===== config.mk =====
export PLATFORM = sky130hd
export DESIGN_NAME = dbg_mem_arbiter_flat
export DESIGN_NICKNAME = d
export VERILOG_FILES = /design/src/rtl/dbg_mem_arbiter_pkg.sv /design/src/rtl/dbg_mem_arbiter_if.sv /design/src/rtl/dbg_mem_arbiter_arb_id_fifo.sv /design/src/rtl/dbg_mem_arbiter.sv /design/src/flat_wrapper.sv
export SDC_FILE = /design/constraint.sdc
export NUM_CORES = 1
export LEC_CHECK = 0
export BUFFER_PORTS_ARGS = -buffer_cell sky130_fd_sc_hd__clkbuf_2
export CORE_AREA = 2 2 125 127
export DETAILED_ROUTE_END_ITERATION = 10
export DIE_AREA = 0 0 127 129
export PLACE_DENSITY = 0.53
export SYNTH_ARGS = -nofsm -noshare
export SYNTH_HDL_FRONTEND = slang
export SYNTH_HIERARCHICAL = 1
export SYNTH_SLANG_ARGS = --single-unit
export TNS_END_PERCENT = 10

===== constraint.sdc =====
create_clock -name clk -period 5.37 [get_ports clk]
set_input_delay 1.074 -clock clk [delete_from_list [all_inputs] [get_ports clk]]
set_output_delay 1.074 -clock clk [all_outputs]
set_load 0.1 [all_outputs]

===== src/rtl/dbg_mem_arbiter_pkg.sv =====
// Shared definitions for the debug/LSU memory arbiter.
// Contents: requester ids, arbiter lock states, default widths and depth.
package dbg_mem_arbiter_pkg;

   localparam int DBG_ARB_ADDR_W = 32;
   localparam int DBG_ARB_DATA_W = 32;

   localparam int DBG_ARB_MASK_W     = DBG_ARB_DATA_W / 8;
   localparam int DBG_ARB_OUTS_DEPTH = 2;

   // Requester ids as stored in the outstanding-transaction FIFO.
   typedef enum logic {
      DBG_ARB_ID_LSU  = 1'b0,
      DBG_ARB_ID_JTAG = 1'b1
   } arb_id_e;

   // OPEN: a new grant may be chosen. LOCKED: a command is waiting on the
   // fabric and its grant must not move.
   typedef enum logic {
      ARB_OPEN   = 1'b0,
      ARB_LOCKED = 1'b1
   } arb_state_e;

endpackage


===== src/rtl/dbg_mem_arbiter_if.sv =====
// Memory command/response bus bundle.
// Signals: cmd_vld/cmd_rdy handshake with read, addr, wdata, wmask fields;
// rsp_vld/rsp_rdy handshake with err and rdata.
// master: issues commands and consumes responses.
// slave : accepts commands and produces responses.
interface dbg_mem_arbiter_if
   import dbg_mem_arbiter_pkg::*;
#(
   parameter int ADDR_W = DBG_ARB_ADDR_W,
   parameter int DATA_W = DBG_ARB_DATA_W
) ();
   logic                cmd_vld;
   logic                cmd_rdy;
   logic                cmd_read;
   logic [ADDR_W-1:0]   cmd_addr;
   logic [DATA_W-1:0]   cmd_wdata;
   logic [DATA_W/8-1:0] cmd_wmask;
   logic                rsp_vld;
   logic                rsp_rdy;
   logic                rsp_err;
   logic [DATA_W-1:0]   rsp_rdata;

   modport master (
      output cmd_vld, cmd_read, cmd_addr, cmd_wdata, cmd_wmask, rsp_rdy,
      input  cmd_rdy, rsp_vld, rsp_err, rsp_rdata
   );

   modport slave (
      input  cmd_vld, cmd_read, cmd_addr, cmd_wdata, cmd_wmask, rsp_rdy,
      output cmd_rdy, rsp_vld, rsp_err, rsp_rdata
   );
endinterface


===== src/rtl/dbg_mem_arbiter_arb_id_fifo.sv =====
// Small FIFO holding the owner id of each outstanding transaction.
// Ports: clk, rst_n (synchronous, active low), push_i/din_i, pop_i,
// full_o, empty_o, head_o (combinational view of the oldest entry).
// A push is allowed while full when a pop happens in the same cycle.
module arb_id_fifo #(
   parameter int DEPTH = 2,
   parameter int WIDTH = 1
) (
   input  logic             clk,
   input  logic             rst_n,
   input  logic             push_i,
   input  logic [WIDTH-1:0] din_i,
   input  logic             pop_i,
   output logic             full_o,
   output logic             empty_o,
   output logic [WIDTH-1:0] head_o
);
   localparam int PTR_W = (DEPTH > 1) ? $clog2(DEPTH) : 1;
   localparam int CNT_W = $clog2(DEPTH + 1);

   logic [WIDTH-1:0] mem_q [DEPTH];
   logic [PTR_W-1:0] wr_ptr_q, wr_ptr_d;
   logic [PTR_W-1:0] rd_ptr_q, rd_ptr_d;
   logic [CNT_W-1:0] count_q, count_d;
   logic             do_push, do_pop;

   // Pointer wrap that also works for depths that are not a power of two.
   function automatic logic [PTR_W-1:0] ptr_inc(input logic [PTR_W-1:0] p);
      return (p == PTR_W'(DEPTH - 1)) ? '0 : p + PTR_W'(1);
   endfunction

   assign empty_o = (count_q == '0);
   assign full_o  = (count_q == CNT_W'(DEPTH));
   assign head_o  = mem_q[rd_ptr_q];

   assign do_pop  = pop_i & ~empty_o;
   // The slot freed by a same-cycle pop may be refilled immediately.
   assign do_push = push_i & (~full_o | do_pop);

   always_comb begin
      wr_ptr_d = do_push ? ptr_inc(wr_ptr_q) : wr_ptr_q;
      rd_ptr_d = do_pop  ? ptr_inc(rd_ptr_q) : rd_ptr_q;
      count_d  = count_q + CNT_W'(do_push) - CNT_W'(do_pop);
   end

   always_ff @(posedge clk) begin
      if (!rst_n) begin
         wr_ptr_q <= '0;
         rd_ptr_q <= '0;
         count_q  <= '0;
      end else begin
         wr_ptr_q <= wr_ptr_d;
         rd_ptr_q <= rd_ptr_d;
         count_q  <= count_d;
      end
   end

   // Storage needs no reset: the count alone says what is valid.
   always_ff @(posedge clk) begin
      if (do_push) begin
         mem_q[wr_ptr_q] <= din_i;
      end
   end
endmodule


===== src/rtl/dbg_mem_arbiter.sv =====
// Shares one memory command/response bus between the core LSU (m0) and the
// JTAG debug module (m1). Commands are forwarded in zero cycles; the owner of
// every accepted command is queued so responses return in order to it.
// Ports: clk, rst_n (synchronous, active low), m0/m1 requester buses,
// s fabric bus, spurious_rsp_o (response with nothing outstanding),
// busy_o (transactions outstanding).
module dbg_mem_arbiter
   import dbg_mem_arbiter_pkg::*;
#(
   parameter int ADDR_W     = DBG_ARB_ADDR_W,
   parameter int DATA_W     = DBG_ARB_DATA_W,
   parameter int OUTS_DEPTH = DBG_ARB_OUTS_DEPTH,
   parameter bit JTAG_PRIO  = 1'b0
) (
   input  logic              clk,
   input  logic              rst_n,
   dbg_mem_arbiter_if.slave  m0,
   dbg_mem_arbiter_if.slave  m1,
   dbg_mem_arbiter_if.master s,
   output logic              spurious_rsp_o,
   output logic              busy_o
);
   arb_state_e state_q, state_d;
   logic       lock_id_q, lock_id_d;
   logic       rr_q, rr_d;            // id favoured on the next contention
   logic       sel_rr, sel_free, sel;
   logic       gnt_vld, space, accept;
   logic       fifo_full, fifo_empty, head_id, pop;

   logic [ADDR_W-1:0]   addr_sel;
   logic [DATA_W-1:0]   wdata_sel;
   logic [DATA_W/8-1:0] wmask_sel;

   // ---------------- arbitration ----------------
   assign sel_rr   = (m0.cmd_vld && m1.cmd_vld) ? rr_q : m1.cmd_vld;
   assign sel_free = JTAG_PRIO ? m1.cmd_vld : sel_rr;
   assign sel      = (state_q == ARB_LOCKED) ? lock_id_q : sel_free;

   assign gnt_vld  = sel ? m1.cmd_vld : m0.cmd_vld;
   // A response popping this cycle frees a slot for this cycle's accept.
   assign space    = ~fifo_full | pop;

   assign addr_sel  = sel ? m1.cmd_addr  : m0.cmd_addr;
   assign wdata_sel = sel ? m1.cmd_wdata : m0.cmd_wdata;
   assign wmask_sel = sel ? m1.cmd_wmask : m0.cmd_wmask;

   assign s.cmd_vld   = rst_n & gnt_vld & space;
   assign s.cmd_read  = sel ? m1.cmd_read : m0.cmd_read;
   assign s.cmd_addr  = addr_sel;
   assign s.cmd_wdata = wdata_sel;
   assign s.cmd_wmask = wmask_sel;

   assign m0.cmd_rdy  = rst_n & ~sel & s.cmd_rdy & space;
   assign m1.cmd_rdy  = rst_n &  sel & s.cmd_rdy & space;

   assign accept      = s.cmd_vld & s.cmd_rdy;

   always_comb begin
      state_d   = state_q;
      lock_id_d = lock_id_q;
      rr_d      = rr_q;
      case (state_q)
         ARB_OPEN: begin
            if (s.cmd_vld && !s.cmd_rdy) begin
               state_d   = ARB_LOCKED;
               lock_id_d = sel;
            end
         end
         ARB_LOCKED: begin
            // A requester withdrawing its command also releases the lock so
            // the other side cannot be starved by a protocol violation.
            if (accept || !gnt_vld) begin
               state_d = ARB_OPEN;
            end
         end
         default: state_d = ARB_OPEN;
      endcase
      if (accept) begin
         rr_d = ~sel;
      end
   end

   always_ff @(posedge clk) begin
      if (!rst_n) begin
         state_q   <= ARB_OPEN;
         lock_id_q <= DBG_ARB_ID_LSU;
         rr_q      <= DBG_ARB_ID_LSU;
      end else begin
         state_q   <= state_d;
         lock_id_q <= lock_id_d;
         rr_q      <= rr_d;
      end
   end

   // ---------------- outstanding tracking ----------------
   arb_id_fifo #(
      .DEPTH (OUTS_DEPTH),
      .WIDTH (1)
   ) u_id_fifo (
      .clk     (clk),
      .rst_n   (rst_n),
      .push_i  (accept),
      .din_i   (sel),
      .pop_i   (pop),
      .full_o  (fifo_full),
      .empty_o (fifo_empty),
      .head_o  (head_id)
   );

   // ---------------- response routing ----------------
   // With nothing outstanding the fabric response is sunk and flagged.
   assign s.rsp_rdy    = rst_n & (fifo_empty | (head_id ? m1.rsp_rdy : m0.rsp_rdy));
   assign pop          = s.rsp_vld & s.rsp_rdy & ~fifo_empty;

   assign m0.rsp_vld   = rst_n & s.rsp_vld & ~fifo_empty & ~head_id;
   assign m1.rsp_vld   = rst_n & s.rsp_vld & ~fifo_empty &  head_id;
   assign m0.rsp_err   = s.rsp_err;
   assign m1.rsp_err   = s.rsp_err;
   assign m0.rsp_rdata = s.rsp_rdata;
   assign m1.rsp_rdata = s.rsp_rdata;

   assign spurious_rsp_o = rst_n & s.rsp_vld & fifo_empty;
   assign busy_o         = rst_n & ~fifo_empty;
endmodule


===== src/flat_wrapper.sv =====
// flat-port wrapper written by rule: the top's interface ports become plain ports
module dbg_mem_arbiter_flat import dbg_mem_arbiter_pkg::*;
#(
   parameter int ADDR_W     = DBG_ARB_ADDR_W,
   parameter int DATA_W     = DBG_ARB_DATA_W,
   parameter int OUTS_DEPTH = DBG_ARB_OUTS_DEPTH,
   parameter bit JTAG_PRIO  = 1'b0
)
  (clk, rst_n, spurious_rsp_o, busy_o, m0_cmd_vld, m0_cmd_read, m0_cmd_addr, m0_cmd_wdata, m0_cmd_wmask, m0_rsp_rdy, m0_cmd_rdy, m0_rsp_vld, m0_rsp_err, m0_rsp_rdata, m1_cmd_vld, m1_cmd_read, m1_cmd_addr, m1_cmd_wdata, m1_cmd_wmask, m1_rsp_rdy, m1_cmd_rdy, m1_rsp_vld, m1_rsp_err, m1_rsp_rdata, s_cmd_vld, s_cmd_read, s_cmd_addr, s_cmd_wdata, s_cmd_wmask, s_rsp_rdy, s_cmd_rdy, s_rsp_vld, s_rsp_err, s_rsp_rdata);
  dbg_mem_arbiter_if #(.ADDR_W(ADDR_W), .DATA_W(DATA_W)) m0_i ();
  dbg_mem_arbiter_if #(.ADDR_W(ADDR_W), .DATA_W(DATA_W)) m1_i ();
  dbg_mem_arbiter_if #(.ADDR_W(ADDR_W), .DATA_W(DATA_W)) s_i ();
  input  logic clk;
  input  logic rst_n;
  output logic spurious_rsp_o;
  output logic busy_o;
  input wire logic [$bits(m0_i.cmd_vld)-1:0] m0_cmd_vld;
  input wire logic [$bits(m0_i.cmd_read)-1:0] m0_cmd_read;
  input wire logic [$bits(m0_i.cmd_addr)-1:0] m0_cmd_addr;
  input wire logic [$bits(m0_i.cmd_wdata)-1:0] m0_cmd_wdata;
  input wire logic [$bits(m0_i.cmd_wmask)-1:0] m0_cmd_wmask;
  input wire logic [$bits(m0_i.rsp_rdy)-1:0] m0_rsp_rdy;
  output wire logic [$bits(m0_i.cmd_rdy)-1:0] m0_cmd_rdy;
  output wire logic [$bits(m0_i.rsp_vld)-1:0] m0_rsp_vld;
  output wire logic [$bits(m0_i.rsp_err)-1:0] m0_rsp_err;
  output wire logic [$bits(m0_i.rsp_rdata)-1:0] m0_rsp_rdata;
  input wire logic [$bits(m1_i.cmd_vld)-1:0] m1_cmd_vld;
  input wire logic [$bits(m1_i.cmd_read)-1:0] m1_cmd_read;
  input wire logic [$bits(m1_i.cmd_addr)-1:0] m1_cmd_addr;
  input wire logic [$bits(m1_i.cmd_wdata)-1:0] m1_cmd_wdata;
  input wire logic [$bits(m1_i.cmd_wmask)-1:0] m1_cmd_wmask;
  input wire logic [$bits(m1_i.rsp_rdy)-1:0] m1_rsp_rdy;
  output wire logic [$bits(m1_i.cmd_rdy)-1:0] m1_cmd_rdy;
  output wire logic [$bits(m1_i.rsp_vld)-1:0] m1_rsp_vld;
  output wire logic [$bits(m1_i.rsp_err)-1:0] m1_rsp_err;
  output wire logic [$bits(m1_i.rsp_rdata)-1:0] m1_rsp_rdata;
  output wire logic [$bits(s_i.cmd_vld)-1:0] s_cmd_vld;
  output wire logic [$bits(s_i.cmd_read)-1:0] s_cmd_read;
  output wire logic [$bits(s_i.cmd_addr)-1:0] s_cmd_addr;
  output wire logic [$bits(s_i.cmd_wdata)-1:0] s_cmd_wdata;
  output wire logic [$bits(s_i.cmd_wmask)-1:0] s_cmd_wmask;
  output wire logic [$bits(s_i.rsp_rdy)-1:0] s_rsp_rdy;
  input wire logic [$bits(s_i.cmd_rdy)-1:0] s_cmd_rdy;
  input wire logic [$bits(s_i.rsp_vld)-1:0] s_rsp_vld;
  input wire logic [$bits(s_i.rsp_err)-1:0] s_rsp_err;
  input wire logic [$bits(s_i.rsp_rdata)-1:0] s_rsp_rdata;
  assign m0_i.cmd_vld = m0_cmd_vld;
  assign m0_i.cmd_read = m0_cmd_read;
  assign m0_i.cmd_addr = m0_cmd_addr;
  assign m0_i.cmd_wdata = m0_cmd_wdata;
  assign m0_i.cmd_wmask = m0_cmd_wmask;
  assign m0_i.rsp_rdy = m0_rsp_rdy;
  assign m0_cmd_rdy = m0_i.cmd_rdy;
  assign m0_rsp_vld = m0_i.rsp_vld;
  assign m0_rsp_err = m0_i.rsp_err;
  assign m0_rsp_rdata = m0_i.rsp_rdata;
  assign m1_i.cmd_vld = m1_cmd_vld;
  assign m1_i.cmd_read = m1_cmd_read;
  assign m1_i.cmd_addr = m1_cmd_addr;
  assign m1_i.cmd_wdata = m1_cmd_wdata;
  assign m1_i.cmd_wmask = m1_cmd_wmask;
  assign m1_i.rsp_rdy = m1_rsp_rdy;
  assign m1_cmd_rdy = m1_i.cmd_rdy;
  assign m1_rsp_vld = m1_i.rsp_vld;
  assign m1_rsp_err = m1_i.rsp_err;
  assign m1_rsp_rdata = m1_i.rsp_rdata;
  assign s_cmd_vld = s_i.cmd_vld;
  assign s_cmd_read = s_i.cmd_read;
  assign s_cmd_addr = s_i.cmd_addr;
  assign s_cmd_wdata = s_i.cmd_wdata;
  assign s_cmd_wmask = s_i.cmd_wmask;
  assign s_rsp_rdy = s_i.rsp_rdy;
  assign s_i.cmd_rdy = s_cmd_rdy;
  assign s_i.rsp_vld = s_rsp_vld;
  assign s_i.rsp_err = s_rsp_err;
  assign s_i.rsp_rdata = s_rsp_rdata;
  dbg_mem_arbiter #(.ADDR_W(ADDR_W), .DATA_W(DATA_W), .OUTS_DEPTH(OUTS_DEPTH), .JTAG_PRIO(JTAG_PRIO)) u_core (.clk(clk), .rst_n(rst_n), .m0(m0_i), .m1(m1_i), .s(s_i), .spurious_rsp_o(spurious_rsp_o), .busy_o(busy_o));
endmodule

# ---- After elaboration in Yosys (flattened, before gate mapping)
# Memory sizes are Yosys's and may differ from the RTL's. A register that Yosys moved wholly into a read port is not among the register bits.
# Index checks and enable logic that the tools add are counted.
# Widths: inputs -> output; s select.
dict set report totals {
  mem_count 1
  register_bits 7
  elab_cells 64
  mem_bits_rw 2
}
dict set report classes {
  n_eq_ne 1
  add_sub_neg 4
  mux 17
  n_reduce_logical 7
  bitwise_logic 28
}
# memory depth width read_ports rd_clocked_by_memory_dff wr line
set mem_list {}
lappend mem_list {u_core.u_id_fifo.mem_q 2 1 1 1 1 dbg_mem_arbiter_arb_id_fifo.sv:21} ;# logic [WIDTH-1:0] mem_q [DEPTH];
# cell n
set ops {}
lappend ops {{$mux 32} 2}
lappend ops {{$and 1x1->1} 20}
lappend ops {{$mux 1} 13}
lappend ops {{$not 1->1} 5}
lappend ops {{$mux 4} 1}
lappend ops {{$or 1x1->1} 3}
lappend ops {{$add 1x1->1 const B} 2}
lappend ops {{$add 2x1->2} 1}
lappend ops {{$eq 2x2->1 const B} 1}
lappend ops {{$logic_and 1x1->1} 2}
lappend ops {{$logic_not 1->1} 2}
lappend ops {{$logic_not 2->1} 1}
lappend ops {{$pmux 1 s2} 1}
lappend ops {{$reduce_and 2->1} 1}
lappend ops {{$sub 2x1->2} 1}
lappend ops {{$logic_or 1x1->1} 1}

# ---- Logic depth before layout (Yosys ltp)
dict set report depth {
  word_depth 11
  mapped_depth 10
  depth_no_buf 10
}

# ---- Cells and area by module
# The synthesis kept the hierarchy.
# mod instances area_each_um2 cells_each seq_area_each_um2
set by_module_without_submodules {}
lappend by_module_without_submodules {dbg_mem_arbiter 1 1984.4 183 60.1}
lappend by_module_without_submodules {arb_id_fifo 1 327.8 33 160.2}

# ---- Least setup slack after synthesis
# Ideal clock, no wire load.
dict set report synth_timing {
  kind {input to output}
  startpoint {input port m0_cmd_vld}
  endpoint {output port m0_cmd_rdy}
  path_stages 5
  required_time_ns 4.296
  arrival_time_ns 2.880
  setup_slack_ns 1.416
  cell_sequence {nor2b_1 > o21a_4 > inv_8 > buf_12 > nor2_1}
}
dict set report synth_via {
  elab_chain_cells 7
}
# item line
set synth_lines {}
lappend synth_lines {{start: declaration} flat_wrapper.sv:17} ;# input wire logic [$bits(m0_i.cmd_vld)-1:0] m0_cmd_vld;
lappend synth_lines {{$logic_and 1x1->1} dbg_mem_arbiter.sv:35} ;# assign sel_rr = (m0.cmd_vld && m1.cmd_vld) ? rr_q : m1.cmd_vld;
lappend synth_lines {{$mux 1} dbg_mem_arbiter.sv:35}
lappend synth_lines {{$mux 1} dbg_mem_arbiter.sv:37} ;# assign sel = (state_q == ARB_LOCKED) ? lock_id_q : sel_free;
lappend synth_lines {{named net u_core.sel} dbg_mem_arbiter.sv:26} ;# logic sel_rr, sel_free, sel;
lappend synth_lines {{$not 1->1} dbg_mem_arbiter.sv:53} ;# assign m0.cmd_rdy = rst_n & ~sel & s.cmd_rdy & space;
lappend synth_lines {{$and 1x1->1 (3 in a row)} dbg_mem_arbiter.sv:53}
lappend synth_lines {{end: declaration} flat_wrapper.sv:23} ;# output wire logic [$bits(m0_i.cmd_rdy)-1:0] m0_cmd_rdy;
# The timed path passes the listed nets, and every way through them passes these cells.

# ---- Worst setup path after layout
dict set report layout_timing {
  startpoint {input port m0_cmd_vld}
  endpoint {output port s_cmd_wmask[3]}
}
dict set report layout_via {
  elab_chain_cells 4
}
# item line
set layout_lines {}
lappend layout_lines {{$logic_and 1x1->1} dbg_mem_arbiter.sv:35}
lappend layout_lines {{$mux 1} dbg_mem_arbiter.sv:35}
lappend layout_lines {{$mux 1} dbg_mem_arbiter.sv:37}
lappend layout_lines {{$mux 4} dbg_mem_arbiter.sv:45} ;# assign wmask_sel = sel ? m1.cmd_wmask : m0.cmd_wmask;
lappend layout_lines {{end: declaration} flat_wrapper.sv:41} ;# output wire logic [$bits(s_i.cmd_wmask)-1:0] s_cmd_wmask;
# No other way between the ends.

==> results.yml <==
status:
  run_status: "complete, no violations"
final_layout:
  nNetsFinal: 550
  area_delta_synth_final_pct: 34.14
  antenna-diode-count: 0
  drive_above_1_share_pct: 81.84
critical_path:
  r2r.worst_path.cells: 8
  timing.critical_path.to: "s_cmd_wmask[3]"
  rrSetupSlack_ps: 3050
  worst_setup_path_start_kind: "input pin"
  crit_required_ps: 4300
  worstSetupPathType: "input pin to output port"
  worst_path_fanout_max: 72
  crit_path_start: "m0_cmd_vld"
  worstPathArrival_ps: 2900
  regToRegEndpoint: "u_core/u_id_fifo/count_q[0]$_SDFF_PN0_"
  crit_path_end_kind: "output port"
global_routing:
  global_route.usage.total_pct: 8.523
  globalRouteOverflowTotal: 0
  first_global_vias: 1951
  antenna_found_initial: 0
  grt_max_degree: 73
  wire_length_of_the_first_global_routing_pass_um: 10810
die:
  die_w_um: 127
  initial_utilization_pct: 15.44
  die_ar_um2: 16380
  fp.coreArea_um2: 14980
  die_height_um: 129
  io-pin-count: 322
  fp-row-count: 45
synthesis:
  synthesis.instances: 216
  post_synth_main_area_contributors: "sky130_fd_sc_hd__mux2_4 45%, sky130_fd_sc_hd__buf_4 21%, sky130_fd_sc_hd__dfxtp_1 6.9%, sky130_fd_sc_hd__buf_12 6.1%, sky130_fd_sc_hd__edfxtp_1 2.6%"
  synth.lib_cells_used.distinct: 33
  post_synth_instance_area_um2: 2312
  synth_fp_nets: 396
  synth-seq-cells: 10
  synth.largest_area_cell: "sky130_fd_sc_hd__mux2_4"
  yosysWarningCount: 6
  yosysSeqAreaShare_pct: 9.524
  synth_largest_type_area_fraction_pct: 44.81
  postSynthAreaPerCell_um2: 10.70
clock_tree:
  clk_transition_reported_paths_ps: 40
  post-cts-setup-buffers: 0
  post_cts_resized: 0
  tritoncts.num_buffers: 3
  ctsRootBufferMaster: "sky130_fd_sc_hd__clkbuf_16"
  clock_sinks: 10
  hold_buffers: 0
  clk-insertion-delay-late_ps: 230
  clock_tree.buffer_depth: 2
  ctsHtreeMaxLevel: 1
  cts_tree: "done"
timing:
  setup-tns-final_ps: 0
  tightest_slew_ps: 730.5
  report.final.slew_viol_count: 0
  final.min_clock_period_ps: 3978
  slew_headroom_pct: 51.30
  final_hold_viol_count: 0
  setup_viol: 0
  layout_setup_ws_ps: 1392
  grt_setup_unrepaired: "no"
  period_share_pct: 74.07
  achievable_frequency_mhz: 251.4
  clock_skew_ps: 1.856
drt:
  drt_iter0_markers: 57
  drt-total-wl_um: 8037
  routed-via-count: 2061
  drt-pass1-iter-count: 4
  drt-vias-per-instance: 3.700
  routedWlPerCell_um: 14.43
  drtAntennaViolNets: 0
  remaining_drc_errors: 0
power:
  leakage_uw: 0.001755
  pwr_cell_area_nw_per_um2: 286.5
  worst_ir_drop_vdd_v: 0.0001725
placed_design:
  place_worst_setup_slack_ps: 1387
  port_buffers: 222
  globalplace.congestion: 0.7683
  hpwl_um: 7062
hold_path:
  startpoint_of_the_worst_hold_path: "u_core/rr_q$_SDFFE_PN0P_"
  hold_path_class: "flip-flop to flip-flop"
flow_run:
  timing.max_cap.violations: 0
[flip-flops by register name, indices dropped and copies added, names as in the netlist, named ones only]
register,flops
u_core/state_q,1
u_core/lock_id_q,1
u_core/u_id_fifo/rd_ptr_q,1
u_core/u_id_fifo/count_q,2
u_core/u_id_fifo/wr_ptr_q,1
u_core/u_id_fifo/mem_q,2
u_core/rr_q,1
[critical path, cell delays in order]
cell	delay, ps
sky130_fd_sc_hd__clkbuf_2	100
sky130_fd_sc_hd__nor2b_1	140
sky130_fd_sc_hd__o21a_4	240
sky130_fd_sc_hd__inv_8	430
sky130_fd_sc_hd__mux2_2	410
sky130_fd_sc_hd__clkbuf_2	370
[per-layer routing]
metal	up-vias	GRT usage (%)	share of wire [%]
li1	986	-	-
met4	0	0.4525	0.050
met3	2	3.243	11
met1	912	11.93	46
met2	161	13.09	43
met5	-	0	0
[placed cells by master, fill, tap and decap left out]
cell type / count
sky130_fd_sc_hd__nor2_1: 12
sky130_fd_sc_hd__mux2_4: 69
sky130_fd_sc_hd__a31oi_1: 1
sky130_fd_sc_hd__o21ai_0: 2
sky130_fd_sc_hd__nor3_1: 1
sky130_fd_sc_hd__or2b_1: 1
sky130_fd_sc_hd__o21a_1: 1
sky130_fd_sc_hd__o2111a_1: 1
sky130_fd_sc_hd__nor2b_1: 2
sky130_fd_sc_hd__inv_8: 1
sky130_fd_sc_hd__edfxtp_1: 2
sky130_fd_sc_hd__and4bb_2: 1
sky130_fd_sc_hd__a311oi_1: 1
sky130_fd_sc_hd__dfxtp_1: 8
sky130_fd_sc_hd__mux2_2: 2
sky130_fd_sc_hd__o21ai_2: 1
sky130_fd_sc_hd__and2_1: 4
sky130_fd_sc_hd__clkbuf_2: 222
sky130_fd_sc_hd__inv_1: 4
sky130_fd_sc_hd__a311oi_2: 1
sky130_fd_sc_hd__o21ai_1: 2
sky130_fd_sc_hd__nand3b_1: 1
sky130_fd_sc_hd__and3_1: 1
sky130_fd_sc_hd__nand2_1: 7
sky130_fd_sc_hd__mux2i_1: 4
sky130_fd_sc_hd__a31oi_2: 1
sky130_fd_sc_hd__nand2b_1: 4
sky130_fd_sc_hd__and3b_1: 2
sky130_fd_sc_hd__xnor2_1: 1
sky130_fd_sc_hd__clkinv_1: 1
sky130_fd_sc_hd__clkbuf_16: 3
sky130_fd_sc_hd__a21oi_1: 3
sky130_fd_sc_hd__ha_1: 1
sky130_fd_sc_hd__o21a_4: 1
[cell type report]
type / instances / area [um2]
tap: 188 / 235.2
timing repair buffer: 222 / 1111
fill: 1662 / 11880
multi-input combinational: 128 / 1430
clock buffer: 3 / 75.07
sequential: 10 / 220.2
clock inverter: 1 / 3.754
inverter: 5 / 26.28
[how the worst min path moves through the flow]
stage,end,slack [ps],cells past startpoint
after floorplan,u_core/rr_q$_SDFFE_PN0P_,440,2
after global placement,u_core/rr_q$_SDFFE_PN0P_,470,2
after detailed placement,u_core/u_id_fifo/wr_ptr_q$_SDFFE_PN0P_,470,2
after CTS,u_core/rr_q$_SDFFE_PN0P_,470,2
after global routing,u_core/rr_q$_SDFFE_PN0P_,500,2
final,u_core/rr_q$_SDFFE_PN0P_,470,2
[logic make-up after synthesis]
kind of cell	count (synthesis)	share of synthesized area [%]
AND/OR/NAND/NOR	36	8.225
flip-flops	10	9.524
adder cells (fa/ha/maj)	1	0.5410
multiplexers	75	47.51
AO/OA/AOI/OAI	15	5.195
XOR/XNOR	1	0.3789
buffers and inverters	78	28.63
[synth_stat cells, drive strengths merged]
cell / count
xnor2: 1
nor3: 1
inv: 5
o2111a: 1
a311oi: 2
nand3b: 1
ha: 1
dfxtp: 8
o21ai: 5
and3b: 2
mux2i: 4
and3: 1
mux2: 71
or2b: 1
nand2b: 4
and4bb: 1
nand2: 7
and2: 4
a21oi: 3
nor2b: 2
o21a: 2
nor2: 12
buf: 73
a31oi: 2
edfxtp: 2
[where the power goes]
group / internal, uW / leakage [uW] / switching [uW]
logic: 165 / 0.00163 / 507
registers: 81.5 / 0.0000839 / 4.10
clock network: 97.5 / 0.0000385 / 33.3
total: 344 / 0.00176 / 544
[through the flow]
step | hold WS (ps) | instance area (um2) | cells | total power [uW] | util [%]
finish | 471.2 | 3102 | 557 | 888.5 | 20.71
global route | 501.3 | 3102 | 557 | 917.7 | 20.71
floorplan | 435.1 | 2312 | 216 | 893.2 | -
CTS | 473.7 | 3102 | 557 | 897.8 | 20.71
global placement | 465.8 | 3023 | 553 | 763.2 | 20.18
detailed placement | 468.2 | 3023 | 553 | 762.6 | 20.18
No activity file was read; power rests on OpenSTA's default activity.
